[config.mk]
export PLATFORM = sky130hd
export DESIGN_NAME = serial_add_ctrl
export DESIGN_NICKNAME = d
export VERILOG_FILES = /design/src/rtl/serial_add_ctrl_pkg.sv /design/src/rtl/serial_add_ctrl_full_adder.sv /design/src/rtl/serial_add_ctrl.sv
export SDC_FILE = /design/constraint.sdc
export NUM_CORES = 1
export LEC_CHECK = 0
export BUFFER_PORTS_ARGS = -buffer_cell sky130_fd_sc_hd__buf_2
export CAP_MARGIN = 10
export CORE_UTILIZATION = 25
export CTS_BUF_LIST = sky130_fd_sc_hd__clkbuf_2 sky130_fd_sc_hd__clkbuf_4 sky130_fd_sc_hd__clkbuf_8
export DETAILED_ROUTE_END_ITERATION = 7
export GPL_TIMING_DRIVEN = 0
export PLACE_DENSITY_LB_ADDON = 0.05
export SLEW_MARGIN = 20
export SYNTH_ARGS = -nofsm -noshare
export SYNTH_HDL_FRONTEND = slang
export SYNTH_HIERARCHICAL = 1
export SYNTH_SLANG_ARGS = --single-unit
[constraint.sdc]
create_clock -name clk -period 1.4 [get_ports clk]
set_input_delay 0.28 -clock clk [delete_from_list [all_inputs] [get_ports clk]]
set_output_delay 0.28 -clock clk [all_outputs]
set_load 0.05 [all_outputs]
[src/rtl/serial_add_ctrl_pkg.sv]
// -----------------------------------------------------------------------------
// serial_add_ctrl_pkg
//
// Shared definitions for the bit-serial adder controller: the controller state
// encoding and the default operand width. Imported by the controller and by
// anything that needs to interpret its state (e.g. a testbench).
// -----------------------------------------------------------------------------
package serial_add_ctrl_pkg;

  // Default operand width; legal widths are 2..32.
  localparam int DEFAULT_WIDTH = 8;

  // Controller states. The encoding is fixed so that external observers can
  // decode the state register directly.
  typedef enum logic [1:0] {
    IDLE = 2'd0,
    RUN  = 2'd1,
    DONE = 2'd2
  } state_e;

endpackage : serial_add_ctrl_pkg

[src/rtl/serial_add_ctrl_full_adder.sv]
// -----------------------------------------------------------------------------
// full_adder
//
// The shared single-bit full adder cell. Purely combinational.
//
// Ports:
//   Ain  - operand A bit
//   Bin  - operand B bit
//   Cin  - carry in
//   Sout - sum bit    (Ain ^ Bin ^ Cin)
//   Cout - carry out  (majority of Ain, Bin, Cin)
// -----------------------------------------------------------------------------
module full_adder (
  input  logic Ain,
  input  logic Bin,
  input  logic Cin,
  output logic Sout,
  output logic Cout
);

  assign Sout = Ain ^ Bin ^ Cin;
  assign Cout = (Ain & Bin) | (Ain & Cin) | (Bin & Cin);

endmodule : full_adder

[src/rtl/serial_add_ctrl.sv]
// -----------------------------------------------------------------------------
// serial_add_ctrl
//
// Bit-serial adder controller. Adds two WIDTH-bit operands plus a carry-in by
// stepping a single full_adder cell over WIDTH clock cycles, LSB first.
// {cout, sum} = a + b + cin, wrapping modulo 2^(WIDTH+1).
//
// Handshake: a start pulse in IDLE or DONE samples a/b/cin and enters RUN.
// busy is high for the WIDTH RUN cycles, then done pulses for one cycle while
// sum/cout present the new result. start is ignored during RUN. Holding start
// in the DONE cycle chains the next addition with no idle gap.
//
// Parameters:
//   WIDTH  - operand width, 2..32
//
// Ports:
//   clk    - rising-edge clock
//   rst    - synchronous, active-high reset (aborts any addition in flight)
//   start  - request; operands sampled on the accepting edge
//   a, b   - operands
//   cin    - carry into bit 0
//   busy   - high exactly while in RUN
//   done   - one-cycle pulse when a new result is presented
//   sum    - result, held until the next completion or reset
//   cout   - carry out of bit WIDTH-1, held with sum
// -----------------------------------------------------------------------------
module serial_add_ctrl
  import serial_add_ctrl_pkg::*;
#(
  parameter int WIDTH = DEFAULT_WIDTH
) (
  input  logic             clk,
  input  logic             rst,
  input  logic             start,
  input  logic [WIDTH-1:0] a,
  input  logic [WIDTH-1:0] b,
  input  logic             cin,
  output logic             busy,
  output logic             done,
  output logic [WIDTH-1:0] sum,
  output logic             cout
);

  localparam int               CNT_W    = $clog2(WIDTH);
  localparam logic [CNT_W-1:0] LAST_BIT = CNT_W'(WIDTH - 1);

  // ---------------------------------------------------------------------------
  // State and datapath registers
  // ---------------------------------------------------------------------------
  state_e             state;
  state_e             state_next;

  logic [WIDTH-1:0]   a_sh;     // operand A, shifted right one bit per RUN cycle
  logic [WIDTH-1:0]   b_sh;     // operand B, shifted right one bit per RUN cycle
  logic [WIDTH-1:0]   sum_sh;   // partial sum, filled from the MSB downwards
  logic               carry_q;  // carry between successive bit positions
  logic [CNT_W-1:0]   bit_cnt;  // index of the bit processed this RUN cycle
  logic [WIDTH-1:0]   sum_q;
  logic               cout_q;

  // Full adder interface
  logic               fa_sout;
  logic               fa_cout;

  // A request is taken only when the controller is not mid-addition.
  logic               accept;
  logic               last_bit;
  logic [WIDTH-1:0]   sum_sh_next;

  assign accept      = start && ((state == IDLE) || (state == DONE));
  assign last_bit    = (state == RUN) && (bit_cnt == LAST_BIT);
  // After the final shift the LSB of the operands has landed in bit 0.
  assign sum_sh_next = {fa_sout, sum_sh[WIDTH-1:1]};

  // ---------------------------------------------------------------------------
  // The one shared adder cell; the controller contains no other arithmetic
  // besides the bit counter.
  // ---------------------------------------------------------------------------
  full_adder u_full_adder (
    .Ain  (a_sh[0]),
    .Bin  (b_sh[0]),
    .Cin  (carry_q),
    .Sout (fa_sout),
    .Cout (fa_cout)
  );

  // ---------------------------------------------------------------------------
  // FSM: state register
  // ---------------------------------------------------------------------------
  // NOTE: sequential state uses non-blocking assignments so every flop samples
  // the pre-edge values of the others, independent of block evaluation order.
  always_ff @(posedge clk) begin
    if (rst) begin
      state <= IDLE;
    end else begin
      state <= state_next;
    end
  end

  // ---------------------------------------------------------------------------
  // FSM: next-state logic
  // ---------------------------------------------------------------------------
  always_comb begin
    // NOTE: assigning a default before the case keeps every path driven, so no
    // latch is inferred for state_next.
    state_next = state;
    unique case (state)
      IDLE: begin
        if (accept) state_next = RUN;
      end
      RUN: begin
        if (last_bit) state_next = DONE;
      end
      DONE: begin
        // Back-to-back request skips IDLE entirely.
        state_next = accept ? RUN : IDLE;
      end
      default: state_next = IDLE;
    endcase
  end

  // ---------------------------------------------------------------------------
  // FSM: outputs (pure decodes of the registered state)
  // ---------------------------------------------------------------------------
  always_comb begin
    busy = 1'b0;
    done = 1'b0;
    unique case (state)
      RUN:     busy = 1'b1;
      DONE:    done = 1'b1;
      default: ;
    endcase
  end

  // ---------------------------------------------------------------------------
  // Datapath: operand/sum shift registers, carry, counter, result registers
  // ---------------------------------------------------------------------------
  always_ff @(posedge clk) begin
    if (rst) begin
      a_sh    <= '0;
      b_sh    <= '0;
      sum_sh  <= '0;
      carry_q <= 1'b0;
      bit_cnt <= '0;
      sum_q   <= '0;
      cout_q  <= 1'b0;
    end else if (accept) begin
      a_sh    <= a;
      b_sh    <= b;
      carry_q <= cin;
      bit_cnt <= '0;
    end else if (state == RUN) begin
      a_sh    <= a_sh >> 1;
      b_sh    <= b_sh >> 1;
      sum_sh  <= sum_sh_next;
      carry_q <= fa_cout;
      bit_cnt <= bit_cnt + CNT_W'(1);
      // Result registers move only on the RUN->DONE edge, so sum/cout stay
      // stable for the whole of the next addition.
      if (last_bit) begin
        sum_q  <= sum_sh_next;
        cout_q <= fa_cout;
      end
    end
  end

  assign sum  = sum_q;
  assign cout = cout_q;

endmodule : serial_add_ctrl

# Word-level counts from Yosys, hierarchy flattened
# Cells that the tools add are included.
[classes]
mux = 12
n_eq_ne = 5
n_addsub = 1
n_reduce_logical = 9
bitwise_logic = 8
[op_table]
columns = ["op", "count"]
rows = [
  ["8-bit two-way mux", 4],
  ["2-bit case mux with 3 select lines", 1],
  ["1-bit two-way mux", 5],
  ["2-bit two-way mux", 2],
  ["2-bit inequality test, second input constant", 2],
  ["2-bit AND reduction", 2],
  ["3-bit by 1-bit adder with 3-bit output, second input constant", 1],
  ["1-bit bitwise AND", 3],
  ["3-bit == test, second input constant", 1],
  ["3-bit AND reduction", 1],
  ["2-bit by 1-bit == test with 1-bit output, second input constant", 1],
  ["2-bit == test, second input constant", 1],
  ["1-bit logical AND", 2],
  ["2-bit logical NOT", 1],
  ["1-bit bitwise OR", 2],
  ["2-bit nonzero test", 1],
  ["2-bit OR reduction", 1],
  ["1-bit XOR", 2],
  ["1-bit logical OR", 1],
  ["1-bit inverter", 1],
]
[word_totals]
input_bits = 20
register_bits = 39
wordCells = 43

# Longest topological paths before layout
[depth]
ltp_word = 5
depth_mapped = 6
ltp_nobuf = 5

# Cells and area by module
# Netlist, hierarchy kept.
[by_module_without_submodules]
columns = ["mod", "seq_area_each_um2", "instances", "area_each_um2", "cells_per_inst"]
rows = [
  ["serial_add_ctrl", 760.7, 1, 1521.5, 175],
  ["full_adder", 0.0, 1, 20.0, 1],
]

# Least setup slack after synthesis
# OpenSTA, ideal clock, no wires.
[synth_timing]
kind = "flip-flop to output port"
from = "register state[1]"
to = "output port done"
stages_incl_launch_ff = 2
t_required_ns = 1.120
arrival_ns = 1.023
path_slack_ns = 0.097
cell_sequence = "dfxtp_1 > nor2b_1"
[synth_between]
elab_chain_len = 2
[synth_rtl]
columns = ["element", "line", "source"]
rows = [
  ["from (decl)", "serial_add_ctrl.sv:50", "state_e state;"],
  ["from (signal assigned)", "serial_add_ctrl.sv:96", "state <= state_next;"],
  ["2-bit == test", "serial_add_ctrl.sv:128", "unique case (state)"],
  ["1-bit two-way mux", "serial_add_ctrl.sv:128", ""],
  ["to (decl)", "serial_add_ctrl.sv:39", "output logic done,"],
]
# No other way between the ends.

# Worst setup path in the final report
[layout_timing]
from = "register state[1]"
to = "output port busy"
[layout_between]
elab_chain_len = 2
[layout_rtl]
columns = ["element", "line", "source"]
rows = [
  ["2-bit by 1-bit == test with 1-bit output", "serial_add_ctrl.sv:128", ""],
  ["1-bit two-way mux", "serial_add_ctrl.sv:128", ""],
  ["to (decl)", "serial_add_ctrl.sv:38", "output logic busy,"],
]
# No other way between the ends.

==> impl_metrics.csv <==
group,metric,value,unit
die,dieArea,0.00648,mm²
detailed_routing,dr.pass1.iters,4,
layout,layout-drive-gt1-share,29.1,%
grt,met1_usage,16.8,%
setup_path,crit_type,"register to output port",
synthesis,synth.top_cell.area_share,49.4,%
power,leakage,0.778,nW
power,p_switching,0.000596,W
setup_path,cp_num_buf_inv,3,
sta,slew_headroom,65.2,%
layout,area.growth.synth_to_final,26.8,%
cts,cts_buffers,5,
synthesis,yosysWarnings,6,
cts,clkTransAtPathRegs,0.08,ns
hold_path,hp-class,"input port to register",
layout,antenna_cells,0,
die,die_h,80.5,µm
die,start_util,26.0,%
layout,multi_input_area,678,µm²
synthesis,syn_area,0.00154,mm²
synthesis,synthDistinctLibCells,24,
grt,grt_max_degree,12,
setup_path,crit_family,"flip-flops",
detailed_routing,detail-route-antenna-nets,0,
sta,timing.fmax,742,MHz
synthesis,syn-num-nets,199,
synthesis,yosysTopAreaCell,"dfxtp_1",
placed_design,preCtsSetupSlack,-0.0481,ns
placed_design,post-dp-hpwl,2900,µm
setup_path,critPathRequiredTime,1.12,ns
grt,grt_util_met3,3.30,%
power,pwr-share-comb,14.2,%
power,power.share.clock,34.8,%
synthesis,postSynthCellCount,176,
setup_path,critical_path.startpoint,"state[1]",
grt,grtUsageTotal,14.0,%
detailed_routing,wl_per_cell,14.2,µm
die,die_w,80.5,µm
synthesis,yosysSeqAreaShare,49.4,%
detailed_routing,via_per_inst,4.69,
placed_design,place_congestion,0.733,
detailed_routing,dr_total_vias,1383,
die,row_count,28,
placed_design,portBuffers,29,
die,core,0.00592,mm²
placed_design,place_area,0.00178,mm²
grt,top_usage_layer,"met2",
grt,grt_pass1_wl,6650,µm
layout,nets,242,
layout,n_fill_cell,633,
cts,cts_max_level,2,
sta,setup_violations,0,
grt,grt_pass1_vias,1335,
die,io_pins,31,
synthesis,ys_seq_elements,38,
flow_run,drv_cap,0,
cts,clockBufferDepth,2,
sta,slew_violations,0,
power,internal_power,0.00170,W
sta,period_needed,1.35,ns
setup_path,cpMaxStageDelayCell,"dfxtp_2",
setup_path,path_max_fanout,4,
grt,grt_overflow,0,
layout,final-seq-area,763,µm²
sta,hold_violations,0,
cts,cts_hold_buf,0,
cts,cts_root_buf,"clkbuf_8",
layout,fin_area,0.00195,mm²
run_status,outcome,"complete, no violations",
power,switching_share,26.0,%
power,ir_drop,0.000454,V
cts,clkSinkCount,38,
cts,cts_tree,"done",
setup_path,crit_arrival,1.07,ns
power,powerDensity,1170,mW/mm²
sta,grt_setup_unrepaired,"no",
sta,layout_setup_ws,0.0520,ns
detailed_routing,drtIter0Drc,60,
hold_path,holdCritStartpoint,"a[7]",
grt,grt_antenna_before_repair,0,
sta,tightest_slew,0.522,ns
setup_path,r2r-start,"state[1]",
layout,layout_commonest_cell,"nand2_1",
power,seqPwrFrac,51.1,%
layout,post-route-util,33.0,%
synthesis,postSynthAreaPerCell,8.76,µm²
detailed_routing,routed_wl,4190,µm
grt,grt_use_met2,23.6,%
setup_path,cp-start-kind,"register",
sta,fin_crit_sh,96.3,%
setup_path,cp_slowest_stage_delay,0.33,ns
sta,finalSetupTns,0,ns
setup_path,cp_cell_sequence,"nand2b_4 > buf_6 > inv_8 > buf_8",
sta,fin_skew,0.00997,ns
layout,final_cell_mix,"nand2_1 (37), dfxtp_1 (36), buf_2 (30)",
synthesis,yosys-top-cells-area,"dfxtp_1 (49%), nand2_1 (9.0%), a21oi_1 (6.2%), nor3_1 (5.2%), nand3_1 (3.9%)",
power,power,0.00229,W
setup_path,cp-end-kind,"output port",
cts,worstSkewPairLatency,0.29,ns
detailed_routing,drc,0,
## per-layer routing
metal | vias up | routed length (µm)
met3 | 8 | 162
met2 | 33 | 2020
met4 | 0 | 89
met5 | - | 0
li1 | 693 | -
met1 | 649 | 1920
## area by class of cell
type | count | share of cell area, %
multi-input cells | 122 | 34.7
plain buffers | 14 | 4.87
clock buffers | 7 | 4.61
clock inverters | 1 | 0.256
flip-flops and latches | 38 | 39.1
inverters | 1 | 0.576
repair buffers | 37 | 11.1
well taps | 75 | 4.80
## registers in the layout, summed over array words and instances, names as in the netlist
register and count:
a_sh 8, bit_cnt 3, cout 1, sum_sh 7, sum 8, carry_q 1, b_sh 8, state 2
## final timing paths
path	to	slack, ns	depth (start not counted)
worst max-delay path	busy	0.05	4
worst min-delay path	a_sh[7]	0.24	3
worst max register to register	a_sh[5]	0.08	7
worst min register to register	cout	0.45	2
## repair_timing
action / in CTS / in global routing
gates cloned: 0 / 0
setup buffers: 8 / 0
endpoints found under the setup margin: 11 / 2
resized for setup: 6 / 3
## cells in the mapped netlist
cell / instances
dfxtp_1: 38
nand2_1: 37
a21oi_1: 19
nor3_1: 16
nand3_1: 12
nor2_1: 9
o22ai_1: 6
buf_4: 5
a311oi_1: 4
clkbuf_1: 4
a311oi_2: 3
buf_2: 3
buf_6: 3
mux2i_1: 3
a22oi_1: 2
ha_1: 2
nand2b_1: 2
nor2b_1: 2
fa_1: 1
inv_6: 1
nand2_2: 1
nand3b_1: 1
o21a_1: 1
xnor2_1: 1
## power groups by stage
stage,registers (W),logic [W],clock network (W)
final,0.00117,0.000324,0.000797
after global routing,0.00118,0.000358,0.000879
after CTS,0.00117,0.000327,0.000831
after detailed placement,0.00119,0.000297,0
after global placement,0.00119,0.000292,0
after floorplan,0.00118,0.000210,0
## worst min-delay path: cells and delay by family
family | cells | cell delay (ns)
buf+inv | 1 | 0.10
simple gates | 1 | 0.05
compound gates | 1 | 0.05
## through the flow
stage / hold slack (ns) / cells
global placement: 0.440 / 280
global route: 0.247 / 295
CTS: 0.231 / 295
floorplan: 0.416 / 176
finish: 0.243 / 295
detailed placement: 0.448 / 280
## kinds of logic after synthesis
group	after synthesis	synth area share [%]
xor gates and xnor gates	1	0.568
AOI/OAI and AO/OA	35	15.3
muxes	3	1.95
DFF	38	49.4
and+or+nand+nor	80	22.8
buffers and inverters	16	7.14
adders and majority gates	3	2.92
(Power assumes the default switching activity.)
